<file path="src/rtl/fifo_wptr_full.sv">
// Write-side pointer/full controller for an async FIFO: binary + Gray write pointer,
// read-pointer synchroniser, registered full flag, fill level and overflow pulse.
module fifo_wptr_full #(
    parameter int ADDR_WIDTH  = 4,
    parameter int SYNC_STAGES = 2
) (
    input  logic                  clk_i,
    input  logic                  arst_ni,
    input  logic                  push_i,
    input  logic [ADDR_WIDTH:0]   rptr_gray_i,
    output logic                  push_accept_o,
    output logic [ADDR_WIDTH-1:0] wptr_bin_o,
    output logic [ADDR_WIDTH:0]   wptr_gray_o,
    output logic                  full_o,
    output logic [ADDR_WIDTH:0]   wr_count_o,
    output logic                  overflow_o
);
    localparam int AW = ADDR_WIDTH;

    logic [AW:0]                  wbin, wgray, wbin_next, wgray_next;
    logic [SYNC_STAGES-1:0][AW:0] rsync;
    logic [AW:0]                  rq, rbin, full_cmp;
    logic                         full, ovf;

    assign push_accept_o = push_i & ~full;
    assign wbin_next     = wbin + {{AW{1'b0}}, push_accept_o};
    assign wgray_next    = wbin_next ^ (wbin_next >> 1);

    assign rq = rsync[SYNC_STAGES-1];

    // Full when the write pointer is exactly one lap ahead: top two Gray bits inverted.
    assign full_cmp = {~rq[AW:AW-1], rq[AW-2:0]};

    // Gray-to-binary: bit i is the XOR of all Gray bits from i upward.
    for (genvar i = 0; i <= AW; i++) begin : g_g2b
        assign rbin[i] = ^(rq >> i);
    end

    always_ff @(posedge clk_i or negedge arst_ni) begin
        if (!arst_ni) begin
            wbin  <= '0;
            wgray <= '0;
            full  <= 1'b0;
            ovf   <= 1'b0;
        end else begin
            wbin  <= wbin_next;
            wgray <= wgray_next;
            full  <= (wgray_next == full_cmp);
            ovf   <= push_i & full;
        end
    end

    always_ff @(posedge clk_i or negedge arst_ni) begin
        if (!arst_ni) begin
            rsync <= '0;
        end else begin
            rsync[0] <= rptr_gray_i;
            for (int s = 1; s < SYNC_STAGES; s++) rsync[s] <= rsync[s-1];
        end
    end

    assign wptr_bin_o  = wbin[AW-1:0];
    assign wptr_gray_o = wgray;
    assign full_o      = full;
    assign overflow_o  = ovf;
    assign wr_count_o  = wbin - rbin;
endmodule
</file>
<file path="config.mk">
export PLATFORM = sky130hd
export DESIGN_NAME = fifo_wptr_full
export DESIGN_NICKNAME = d
export VERILOG_FILES = /design/src/rtl/fifo_wptr_full.sv
export SDC_FILE = /design/constraint.sdc
export NUM_CORES = 1
export LEC_CHECK = 0
export ABC_AREA = 1
export CAP_MARGIN = 25
export CORE_MARGIN = 2
export CORE_UTILIZATION = 54
export CTS_BUF_LIST = sky130_fd_sc_hd__clkbuf_4 sky130_fd_sc_hd__clkbuf_8
export DETAILED_ROUTE_END_ITERATION = 10
export PLACE_DENSITY = 0.86
export SYNTH_ARGS = -nofsm -noshare
export SYNTH_HDL_FRONTEND = slang
export SYNTH_SLANG_ARGS = --single-unit
</file>
<file path="constraint.sdc">
create_clock -name clk_i -period 4.1 [get_ports clk_i]
set_clock_uncertainty 0.15 [all_clocks]
set_input_delay 0.41 -clock clk_i [delete_from_list [all_inputs] [get_ports clk_i]]
set_output_delay 0.41 -clock clk_i [all_outputs]
set_load 0.01 [all_outputs]
</file>
==> results.toml, run 1 <==
[place]
dp.cells = 171
pre_cts_slack_ns = 0.907
dp_hpwl_mm = 1.64
gp_congestion = 0.779
io_buffers = 24

[clocking]
cts_made_buffers = 3
insertion_delay_ns = 0.29
clkTransAtPathRegs_ns = 0.11
cts_hold_buf = 0
clock_path_buffers = 2
post_cts_buffers = 0
htreeDepth = 1
clock-sinks = 21
cts_resized = 0
cts_root_buf = "clkbuf_4"
cts_tree = "done"

[logic_synthesis]
synth_area_leaders = "dfrtp_1, nand2_1, ha_1"
yosysTopAreaCell = "dfrtp_1"
netlist-cell-type-count = 17
syn_nets = 135
ys_ff_latch = 21
synthArstFlopShare_pct = 100
netlist_area_um2 = 1060
synth_top_flop_cell = "dfrtp_1"
synth_common_cells = "nand2_1, dfrtp_1, inv_1"
syn_area_per_cell_um2 = 8.86
synthMostInstantiatedCell = "nand2_1"
ys_seq_area_share_pct = 49.4
syn_inst = 120
synth_top_area_share_pct = 49.4
synth-edff-count = 0
synth_warnings = 0

[finish]
final_cells = 175
syn2layout_area_growth_pct = 28.6
diodes = 0
drive_gt1_share_pct = 6.08
final_nets = 164
fillers = 140

[grt]
overflow = 0
first_global_vias = 824
grt_max_degree = 22
grt_antenna_before_repair = 0
grt_pass1_wl_mm = 3.37
grt_usage_pct = 18.5

[sta]
setup_slack_ns = 0.596
tightestPinTransition_ns = 0.875
final.period_utilization_pct = 85.5
max_slew_margin_pct = 41.5
finalCriticalPeriod_ns = 3.50
setup_violations = 0
finalHoldViolations = 0
rsz0062_at_grt = "no"
tns_ns = 0
max_freq_mhz = 285
slew_viol_final = 0

[worst_setup_path]
crit_fanout = 3
arrival_ns = 2.94
worstPathRequired_ns = 3.54
worstPathCellList = "xnor2_2 > xor2_2 > xor2_1 > ha_1 > fa_1 > o21ai_0 > xnor2_1 > clkdlybuf4s50_1"
cp-end-kind = "primary output"
startpoint_type = "flop"
cpPeakStageDelay_ns = 0.55
critPathKind = "reg -> out"
slowest_stage = "clkdlybuf4s50_1"

[die]
start_util_pct = 55.9
row_count = 16
io_pins = 25
chipWidth_um = 48.4
die_area_um2 = 2340
die-height_um = 48.4
core-area_um2 = 1900

[power]
power.density_nw_per_um2 = 779
ir_drop_mv = 0.423
power.leakage_nw = 0.705

[status]
status = "finished, final reports clean"

[drt]
drc = 0
dr_total_vias = 852
wirelength_mm = 1.99
drtIter0Drc = 15
dr.pass1.iters = 4
wl_per_cell_um = 11.3
drt-vias-per-instance = 4.87
detail-route-antenna-nets = 0

[min_path]
min_path_type = "reg -> reg"

[run]
cap_violations = 0
==> power breakdown <==
part,internal [W],total [W],switching (W)
Combinational,0.000322,0.000654,0.000331
Clock,0.0000444,0.0000997,0.0000553
Sequential,0.000261,0.000312,0.0000511
==> kinds of logic (layout without fill, tap and decap cells) <==
group	after synthesis	in the layout	synth area share [%]
DFF	21	21	49.4
and+or+nand+nor	62	62	24.7
AOI/OAI and AO/OA	4	4	1.88
xor gates and xnor gates	8	8	8.71
adders and majority gates	7	7	8.94
buffers and inverters	18	46	6.35
==> state kept, by name, summed over array words and instances, names as in the netlist <==
signal,flops
wbin,5
rsync,5
full_o,1
wptr_gray_o,4
rq,5
overflow_o,1
==> per-stage QoR <==
step | utilization [%] | hold slack [ns] | total power, W | cell area [um^2]
5_1_grt | 71.9 | 0.224 | 0.00116 | 1370
6_report | 71.9 | 0.207 | 0.00107 | 1370
3_3_place_gp | 70.3 | 0.181 | 0.000948 | 1340
4_1_cts | 71.9 | 0.211 | 0.00107 | 1370
2_1_floorplan | - | -0.0356 | 0.000679 | 1060
3_5_place_dp | 70.3 | 0.186 | 0.000971 | 1340
==> layout make-up <==
class                      count  area [um^2]  share of cell area, %
clock buffer                   4         30.0                   2.20
inverter                      18         67.6                   4.94
multi-input combinational     81          470                   34.4
sequential                    21          526                   38.4
tap                           27         33.8                   2.47
timing repair buffer          24          240                   17.6
==> worst paths after layout <==
check	from	endpoint	slack, ns	cells after the start
min in group asynchronous	arst_ni	wbin[2]	0.46	1
hold reg to reg	rsync[0]	rq[0]	0.21	0
max in group asynchronous	arst_ni	full_o	2.81	1
setup / recovery	rq[4]	wr_count_o[4]	0.60	8
setup reg to reg	full_o	full_o	1.98	12
hold / removal	rsync[0]	rq[0]	0.21	0
==> layout by cell type, fill, tap and decap left out <==
cell             count
ha_1                 6
clkbuf_4             4
nor2_1               4
xnor2_1              3
clkdlybuf4s50_1     24
nand3_1             12
xnor2_2              1
fa_1                 1
nand2_2              1
a21oi_1              2
xor2_1               2
nand4_1              2
nand3b_1             2
nand2_1             41
xor2_2               2
dfrtp_1             21
inv_2                1
inv_1               17
o21ai_0              2
==> worst max-delay path, delay by kind of cell (launching register included) <==
| kind | cells | cell delay, ns |
|---|---|---|
| XOR/XNOR | 4 | 0.80 |
| AO/OA/AOI/OAI | 1 | 0.24 |
| buffers and inverters | 1 | 0.55 |
| adder cells (fa/ha/maj) | 2 | 0.64 |
| flip-flops | 1 | 0.43 |
==> layer usage <==
metal,wire length (um),track usage [%],vias up
met5,0,0,-
li1,-,-,429
met2,1040,33.6,26
met3,83,2.16,4
met1,827,21.8,393
met4,37,9.05,0
Note: power is estimated with default switching activity, not from simulation.
==> inputs of run 2 (changes only) <==
Settings changed: GPL_TIMING_DRIVEN set to 0.
==> results.toml, run 2 (synthesized netlist as in run 1, its figures left out) <==
[worst_setup_path]
arrival_ns = 2.94
reg2reg_from = "full_o"
crit_fanout = 3
startpoint_type = "flop"
worstPathCellList = "xnor2_2 > xor2_2 > xor2_1 > ha_1 > fa_1 > o21ai_0 > xnor2_1 > clkdlybuf4s50_1"
critPathKind = "reg -> out"
cp-startpoint = "rq[4]"
reg2reg_slack_ns = 2.02
slowest_stage = "clkdlybuf4s50_1"
cpPeakStageDelay_ns = 0.54
worstPathRequired_ns = 3.54
cp-end-kind = "primary output"

[grt]
overflow = 0
grt_antenna_before_repair = 0
first_global_vias = 837
grt_usage_pct = 18.5
grt_max_degree = 22
grt_pass1_wl_mm = 3.33

[finish]
drive_gt1_share_pct = 6.08
final_nets = 164
syn2layout_area_growth_pct = 28.4
final_area_um2 = 1370
fillers = 159
regArea_um2 = 526
final_cell_mix = "nand2_1, clkdlybuf4s50_1, dfrtp_1"
diodes = 0
final_common_cell = "nand2_1"
multi_input_area_um2 = 470

[drt]
detail-route-antenna-nets = 0
dr_total_vias = 848
dr.pass1.iters = 4
wl_per_cell_um = 11.2
drt-vias-per-instance = 4.85
drtIter0Drc = 12
drc = 0
wirelength_mm = 1.96

[clocking]
clock_path_buffers = 2
cts_resized = 0
cts_hold_buf = 0
post_cts_buffers = 0
cts_tree = "done"
cts_made_buffers = 3
clkTransAtPathRegs_ns = 0.11
clock-sinks = 21
htreeDepth = 1
insertion_delay_ns = 0.30
cts_root_buf = "clkbuf_4"

[power]
power.leakage_nw = 0.705
power.density_nw_per_um2 = 777
ir_drop_mv = 0.402

[place]
dp_hpwl_mm = 1.64
place_area_um2 = 1340
gp_congestion = 0.772
pre_cts_slack_ns = 0.899
io_buffers = 24

[die]
io_pins = 25
row_count = 16
start_util_pct = 55.9
die-height_um = 48.4
core-area_um2 = 1900
chipWidth_um = 48.4
die_area_um2 = 2340

[sta]
tightestPinTransition_ns = 0.906
setup_slack_ns = 0.598
setup_violations = 0
finalCriticalPeriod_ns = 3.50
tns_ns = 0
holdWs_ns = 0.207
final.period_utilization_pct = 85.4
max_freq_mhz = 286
finalHoldViolations = 0
max_slew_margin_pct = 39.4
rsz0062_at_grt = "no"
slew_viol_final = 0

[min_path]
min_from = "rsync[1]"
min_path_type = "reg -> reg"

[run]
cap_violations = 0

[status]
status = "finished, final reports clean"
run 2: cell types whose count changed in the layout (fill, tap and decap cells not counted):
cell | before | now
clkbuf_4 | 4 | 3
clkinv_2 | 0 | 1
run 2: through the flow:
| stage | power [W] | std cells | util [%] |
|---|---|---|---|
| final | 0.00106 | 175 | 71.8 |
| after global routing | 0.00115 | 175 | 71.8 |
| after CTS | 0.00107 | 175 | 71.8 |
| after detailed placement | 0.000973 | 171 | 70.3 |
| after global placement | 0.000936 | 171 | 70.3 |
| after floorplan | 0.000679 | 120 | - |
run 2: layout make-up:
class	count	share of cell area (%)
clock buffers	3	1.65
clock inverters	1	0.367
inverters	18	4.95
multi-input cells	81	34.5
flip-flops and latches	21	38.5
well taps	27	2.47
repair buffers	24	17.6
run 2: path summary, 6_finish.rpt:
kind,to,cells past startpoint
max reg2reg,full_o,12
max,wr_count_o[4],8
min,rq[1],0
max in group asynchronous,overflow_o,1
min in group asynchronous,rq[4],1
min reg2reg,rq[1],0
run 2: worst max-delay path, delay by kind of cell (launching register included):
| kind | cells | cell delay, ns |
|---|---|---|
| xor+xnor | 4 | 0.76 |
| buf+inv | 1 | 0.54 |
| compound gates | 1 | 0.24 |
| fa+ha+maj | 2 | 0.65 |
| flops | 1 | 0.44 |
run 2: per-layer routing:
| layer | track usage [%] | share of wire [%] |
|---|---|---|
| met3 | 3.40 | 4.4 |
| met1 | 19.6 | 41 |
| met4 | 7.14 | 0.41 |
| met2 | 35.9 | 54 |
| met5 | 0 | 0 |
run 2: power by group:
group,total [W],switching [W],internal [W]
logic,0.000652,0.000331,0.000321
registers,0.000314,0.0000526,0.000261
clock network,0.0000939,0.0000577,0.0000363
